--- src/rtl/mips_pkg.sv ---
// ---------------------------------------------------------------------------
// mips_pkg
// Shared definitions for the MEM/WB consumer end of the pipeline.
//   DATA_WIDTH_DEF / ADDR_WIDTH_DEF : default GPR width and index width
//   REG_ZERO / REG_RA               : hard-wired zero register and link register
//   wb_sel_t                        : which source feeds the write-back value
// ---------------------------------------------------------------------------
package mips_pkg;

   localparam int DATA_WIDTH_DEF = 32;
   localparam int ADDR_WIDTH_DEF = 5;

   localparam logic [4:0] REG_ZERO = 5'd0;
   localparam logic [4:0] REG_RA   = 5'd31;

   typedef enum logic [1:0] {
      WB_ALU  = 2'd0,
      WB_MEM  = 2'd1,
      WB_LINK = 2'd2
   } wb_sel_t;

endpackage

--- src/rtl/wb_data_mux.sv ---
// ---------------------------------------------------------------------------
// wb_data_mux
// Purely combinational selection of the write-back value.
// Ports:
//   mem_to_reg_i     in  1           pick load data
//   link_i           in  1           pick link value (wins over mem_to_reg_i)
//   pc_plus_4_i      in  DATA_WIDTH  link value
//   read_data_mmry_i in  DATA_WIDTH  load data
//   alu_result_i     in  DATA_WIDTH  ALU result
//   wb_data_o        out DATA_WIDTH  selected write-back value
// ---------------------------------------------------------------------------
module wb_data_mux
   import mips_pkg::*;
#(
   parameter int DATA_WIDTH = DATA_WIDTH_DEF
) (
   input  logic                  mem_to_reg_i,
   input  logic                  link_i,
   input  logic [DATA_WIDTH-1:0] pc_plus_4_i,
   input  logic [DATA_WIDTH-1:0] read_data_mmry_i,
   input  logic [DATA_WIDTH-1:0] alu_result_i,
   output logic [DATA_WIDTH-1:0] wb_data_o
);

   wb_sel_t wb_sel;

   // Decode the two control bits into a source select. The link path
   // (jal/jalr) takes priority so a link instruction that also happens to
   // carry mem_to_reg still writes the return address.
   always_comb begin
      wb_sel = WB_ALU;
      if (link_i) begin
         wb_sel = WB_LINK;
      end else if (mem_to_reg_i) begin
         wb_sel = WB_MEM;
      end
   end

   // Steer the chosen source onto the write-back bus; the ALU result is the
   // fallback for any unused encoding.
   always_comb begin
      wb_data_o = alu_result_i;
      case (wb_sel)
         WB_LINK: wb_data_o = pc_plus_4_i;
         WB_MEM:  wb_data_o = read_data_mmry_i;
         default: wb_data_o = alu_result_i;
      endcase
   end

endmodule

--- src/rtl/writeback_register_file.sv ---
// ---------------------------------------------------------------------------
// writeback_register_file
// WB-stage data select plus the 2**ADDR_WIDTH x DATA_WIDTH GPR file.
// Commits the selected value on the rising edge, serves two combinational
// read ports to ID, exports the write-back value for forwarding and counts
// committed writes.
// Ports:
//   clk, reset (async, active-high)
//   mem_to_reg_i, link_i, reg_write_i, write_register_i
//   pc_plus_4_i, read_data_mmry_i, alu_result_i
//   read_register_1_i/2_i -> read_data_1_o/2_o
//   wb_data_o      selected write-back value
//   write_count_o  number of committed GPR writes (wraps)
// Optional feature macro: REGFILE_BYPASS_EN
//   defined   : a same-cycle write to the read index is visible on the read
//               port (write-before-read)
//   undefined : reads return the pre-edge register contents
// ---------------------------------------------------------------------------
module writeback_register_file
   import mips_pkg::*;
#(
   parameter int DATA_WIDTH = DATA_WIDTH_DEF,
   parameter int ADDR_WIDTH = ADDR_WIDTH_DEF
) (
   input  logic                  clk,
   input  logic                  reset,
   input  logic                  mem_to_reg_i,
   input  logic                  link_i,
   input  logic                  reg_write_i,
   input  logic [ADDR_WIDTH-1:0] write_register_i,
   input  logic [DATA_WIDTH-1:0] pc_plus_4_i,
   input  logic [DATA_WIDTH-1:0] read_data_mmry_i,
   input  logic [DATA_WIDTH-1:0] alu_result_i,
   input  logic [ADDR_WIDTH-1:0] read_register_1_i,
   input  logic [ADDR_WIDTH-1:0] read_register_2_i,
   output logic [DATA_WIDTH-1:0] read_data_1_o,
   output logic [DATA_WIDTH-1:0] read_data_2_o,
   output logic [DATA_WIDTH-1:0] wb_data_o,
   output logic [31:0]           write_count_o
);

   localparam int DEPTH = 2 ** ADDR_WIDTH;

   logic [DATA_WIDTH-1:0] wb_data;
   logic [DATA_WIDTH-1:0] gpr [DEPTH];
   logic [31:0]           write_count;
   logic                  commit;

   wb_data_mux #(
      .DATA_WIDTH(DATA_WIDTH)
   ) u_wb_data_mux (
      .mem_to_reg_i    (mem_to_reg_i),
      .link_i          (link_i),
      .pc_plus_4_i     (pc_plus_4_i),
      .read_data_mmry_i(read_data_mmry_i),
      .alu_result_i    (alu_result_i),
      .wb_data_o       (wb_data)
   );

   // A write only counts as a commit when enabled and not aimed at the
   // zero register; both the array update and the counter key off this.
   assign commit = reg_write_i && (write_register_i != ADDR_WIDTH'(REG_ZERO));

   // GPR array and commit counter. Entry 0 is cleared by reset and never
   // written afterwards, so it reads back as zero without a special case on
   // the read side. Reset wins over any write presented in the same cycle.
   always_ff @(posedge clk or posedge reset) begin
      if (reset) begin
         for (int i = 0; i < DEPTH; i++) begin
            gpr[i] <= '0;
         end
         write_count <= '0;
      end else if (commit) begin
         gpr[write_register_i] <= wb_data;
         write_count           <= write_count + 32'd1;
      end
   end

`ifdef REGFILE_BYPASS_EN
   // Write-before-read: a matching in-flight commit is forwarded straight to
   // the read port so ID never sees stale data. Suppressed during reset so
   // the ports read the cleared file rather than a write that will be lost.
   assign read_data_1_o = (commit && !reset && (write_register_i == read_register_1_i))
                          ? wb_data : gpr[read_register_1_i];
   assign read_data_2_o = (commit && !reset && (write_register_i == read_register_2_i))
                          ? wb_data : gpr[read_register_2_i];
`else
   // Plain array reads; the hazard unit stalls ID on a WB/ID index match.
   assign read_data_1_o = gpr[read_register_1_i];
   assign read_data_2_o = gpr[read_register_2_i];
`endif

   assign wb_data_o     = wb_data;
   assign write_count_o = write_count;

endmodule

--- config.mk ---
export PLATFORM = sky130hd
export DESIGN_NAME = writeback_register_file
export DESIGN_NICKNAME = d
export VERILOG_FILES = /design/src/rtl/mips_pkg.sv /design/src/rtl/wb_data_mux.sv /design/src/rtl/writeback_register_file.sv
export SDC_FILE = /design/constraint.sdc
export NUM_CORES = 2
export LEC_CHECK = 0
export ABC_AREA = 1
export BUFFER_PORTS_ARGS = -buffer_cell sky130_fd_sc_hd__buf_2
export CORE_MARGIN = 2
export CORE_UTILIZATION = 45
export CTS_CLUSTER_DIAMETER = 50
export DETAILED_ROUTE_END_ITERATION = 8
export RECOVER_POWER = 100
export SYNTH_ARGS = -nofsm -noshare
export SYNTH_HDL_FRONTEND = slang
export SYNTH_SLANG_ARGS = --single-unit
--- constraint.sdc ---
create_clock -name clk -period 40.2 [get_ports clk]
set_input_delay 4.02 -clock clk [delete_from_list [all_inputs] [get_ports clk]]
set_output_delay 4.02 -clock clk [all_outputs]
set_load 0.05 [all_outputs]
==> metrics.md <==
| Metric | Value |
|---|---|
| Number of distinct library cells after synthesis | 31 |
| Post-synthesis net count | 8926 |
| Ordered list of cells on the worst path | clkbuf_1 -> clkinvlp_2 -> clkbuf_1 -> nand2_1 -> nand3_1 -> nand3_1 -> nand2_1 -> nand2_1 -> nand2_1 -> nand2_1 -> nand2_1 -> clkbuf_1 |
| Iteration count of the initial detailed-routing pass | 6 |
| Area growth from synthesis to layout | 9.80% |
| Fraction of final layout cells with drive strength greater than 1 | 5.72% |
| GR peak layer | met2 |
| Gate Count Post-Synth | 8809 |
| Total wirelength of the detailed-routed design | 247000 um |
| Overall routing resource usage | 35.8% |
| Final layout net count | 8669 |
| Number of gates resized after cts | 0 |
| Number of buffers inserted during clock tree synthesis | 147 |
| Global route overflow | 0 |
| RSZ-0062 raised after global routing | no |
| Sequential cell area fraction in the yosys report | 44.2% |
| Beginning of the worst hold path | gpr[1002]$_DFFE_PP0P_ |
| Aggregate negative setup slack | 0 ps |
| Fmax | 40.7 MHz |
| Clock sink count | 1056 |
| Tcrit/Tclk final | 61.1% |
| Standard cell core area | 132000 sq um |
| Leading cell types by total area after synthesis | sky130_fd_sc_hd__dfrtp_1 (44%), sky130_fd_sc_hd__nand2_1 (22%), sky130_fd_sc_hd__nand3_1 (13%) |
| Initial antenna violation count | 3 |
| DRT iter0 DRCs | 7890 |
| Start of the worst register-to-register path | write_count_o[1]$_DFFE_PP0P_ |
| Hold Path Cell Cnt | 0 |
| Cell row count | 133 |
| Arr. time, crit path | 20530 ps |
| Maximum capacitance violations | 37 |
| Most area-hungry cell type in the Yosys netlist | sky130_fd_sc_hd__dfrtp_1 |
| Static leakage power | 31.1 nW |
| Clock Skew | 3.35 ps |
| Maximum number of pins on one net before global-route repair | 190 |
| Yosys warns | 0 |
| Async set-reset flop share out of synthesis | 100% |
| Fill cell instance count of the final layout | 13300 |
| Slew Viols, Final | 2282 |
| Per-cell routed wire length | 23.7 um |
| Detail-routed via count per cell | 5.85 |
| Flip-flop cell with the highest count after synthesis | sky130_fd_sc_hd__dfrtp_1 |
| Worst skew pair latency | 770 ps |
| Fin worst setup slack | 15650 ps |
| Worst slew margin relative to its limit | -545% |
| IO Port Bufs | 243 |
| Syn_area_per_cell | 6.78 sq um |
| # hold bufs at CTS | 0 |
| Die ar. | 136000 sq um |
| Required @ worst endpoint | 36180 ps |
| Most common library cells after synthesis | sky130_fd_sc_hd__nand2_1 (3465), sky130_fd_sc_hd__nand3_1 (1550), sky130_fd_sc_hd__dfrtp_1 (1056), sky130_fd_sc_hd__nor2_1 (814), sky130_fd_sc_hd__a21oi_1 (768) |
| Initial cell density of the core | 45.4% |
| Peak supply drop | 0.0413 mV |
| Most frequent cell after synthesis | sky130_fd_sc_hd__nand2_1 |
| End of the worst register-to-register path | write_count_o[20]$_DFFE_PP0P_ |
| Violated checks | capacitance limit, slew limit |
| Final core utilization | 49.8% |
| Number of levels the H-tree was split into | 4 |
| Crit path capture type | primary output |
| Vias post-DR | 61000 |
| Critical Path Source Type | input port |
| DPL Wire Length | 127000 um |
| Wire length of the first global-routing pass | 369000 um |
| Total setup violations reported at the end of the flow | 0 |
| Cell count of the worst reg-to-reg path | 10 |
| Worst hold path type | reg -> reg |
| Worst Path Class, Setup | in -> out |
| Pre-CTS setup slack | 28030 ps |
| Setup repair bufs after CTS | 0 |
| Slack of the worst reg-to-reg path | 38340 ps |
| Flop and latch count out of synthesis | 1056 |
| Fraction of post-synthesis cell area in the top cell type by area | 44.2% |
| Most common cell on crit path | sky130_fd_sc_hd__nand2_1 |
| CTS tree | done |
| Slowest cell on the critical path | sky130_fd_sc_hd__clkinvlp_2 |
| Power density over cell area | 56.2 nW/um^2 |
| Met1 Track Usage GR | 48.7% |
| Final hold violation count | 0 |
| Via count of the first global-routing pass | 57600 |
| Top-level port count | 244 |
| Worst-path clk slew | 60 ps |
| Clock tree buffer depth | 3 |
| Root buffer selected by CTS | sky130_fd_sc_hd__clkbuf_16 |
| Met3 track utilization from global routing | 7.97% |
| Routability congestion estimate from global placement | 0.842 |
| Residual DRC count | 0 |
| Worst hold endpoint | gpr[1002]$_DFFE_PP0P_ |
| Post-Syn Area | 59700 sq um |
| Die Width | 368 um |
| Final ANT Viol Nets | 0 |
| Number of flops mapped to enable cells by yosys | 0 |
| Run status | finished with violations |
| Critical path's largest stage delay | 6760 ps |
| Slew at the pin closest to its max-slew limit | 9670 ps |
| Crit path time final | 24550 ps |
| Met2 GRT Util | 54.3% |
| Die outline height | 368 um |
| Worst Path Max Fanout | 189 |
-- stage by stage --
stage                     area (sq um)  std cells  power [W]  hold WS [ps]
after detailed placement         61000      10200    0.00230           389
after CTS                        66100      10400    0.00369           402
after global placement           61000      10200    0.00228           386
final                            65600      10400    0.00369           400
after floorplan                  59700       8809    0.00207           451
after global routing             65600      10400    0.00387           412
-- worst max-delay path by stage --
stage / end / startpoint / cells past startpoint
final: read_data_2_o[25] / read_register_2_i[0] / 12
after global routing: gpr[164]$_DFFE_PP0P_ / reset / 5
after CTS: read_data_2_o[28] / read_register_2_i[0] / 13
after detailed placement: read_data_2_o[28] / read_register_2_i[0] / 13
after global placement: read_data_2_o[16] / read_register_2_i[0] / 13
after floorplan: gpr[0]$_DFFE_PP0P_ / reset / 1
-- layout make-up --
type                    instances  area [sq um]  share of cell area, %
multi-input cells            6933         29700                   45.3
flip-flops and latches       1056         26400                   40.3
clock buffers                 203          4370                   6.66
well taps                    1755          2200                   3.35
repair buffers                344          1790                   2.73
clock inverters                63           823                   1.26
inverters                      70           299                  0.456
diodes                          1          2.50                0.00381
-- where the power goes --
part | leakage (nW) | internal [W] | switching [W] | total [W]
Sequential | 13.0 | 0.00130 | 0.000192 | 0.00149
Clock | 2.52 | 0.000864 | 0.000526 | 0.00139
Combinational | 15.6 | 0.000270 | 0.000531 | 0.000801
-- routing by layer --
| metal | vias to the layer above | part of all wire [%] |
|---|---|---|
| li1 | 28000 | - |
| met1 | 28800 | 41 |
| met2 | 3477 | 43 |
| met3 | 719 | 11 |
| met4 | 2 | 5.0 |
| met5 | - | 0.0053 |
-- flip-flops by register name (all words and copies together) (netlist names) --
signal	cells
write_count_o	32
gpr	1024
-- worst max-delay path: cells and delay by family --
| kind | cells | cell delay [ps] |
|---|---|---|
| buffers and inverters | 4 | 14680 |
| AND/OR/NAND/NOR | 8 | 1440 |
-- cell usage in the layout (no fill, tap or decap), types with 4 or more instances in the layout --
master,instances
sky130_fd_sc_hd__clkinvlp_2,4
sky130_fd_sc_hd__o21ai_1,11
sky130_fd_sc_hd__buf_4,71
sky130_fd_sc_hd__nand3_4,6
sky130_fd_sc_hd__o21ai_0,213
sky130_fd_sc_hd__dfrtp_1,1056
sky130_fd_sc_hd__inv_2,6
sky130_fd_sc_hd__nand3_1,1580
sky130_fd_sc_hd__inv_1,42
sky130_fd_sc_hd__nand2_1,3467
sky130_fd_sc_hd__inv_8,5
sky130_fd_sc_hd__clkinv_4,7
sky130_fd_sc_hd__clkinvlp_4,14
sky130_fd_sc_hd__nand4_1,6
sky130_fd_sc_hd__bufinv_16,16
sky130_fd_sc_hd__inv_6,10
sky130_fd_sc_hd__clkinv_1,12
sky130_fd_sc_hd__a21oi_1,768
sky130_fd_sc_hd__nor2_4,26
sky130_fd_sc_hd__nor3_1,4
sky130_fd_sc_hd__clkbuf_8,31
sky130_fd_sc_hd__clkinv_2,16
sky130_fd_sc_hd__clkbuf_1,167
sky130_fd_sc_hd__clkbuf_16,155
sky130_fd_sc_hd__xor2_1,16
sky130_fd_sc_hd__nor2_1,819
sky130_fd_sc_hd__buf_2,116
sky130_fd_sc_hd__nand3b_1,6
-- cell families after synthesis --
| logic type | share of synthesized area (%) |
|---|---|
| flip-flops | 44.2 |
| buffers and inverters | 5.81 |
| AND/OR/NAND/NOR | 41.3 |
| adder cells (fa/ha/maj) | 0.0209 |
| AO/OA/AOI/OAI | 8.31 |
| XOR/XNOR | 0.279 |
No activity file was read; power rests on OpenSTA's default activity.
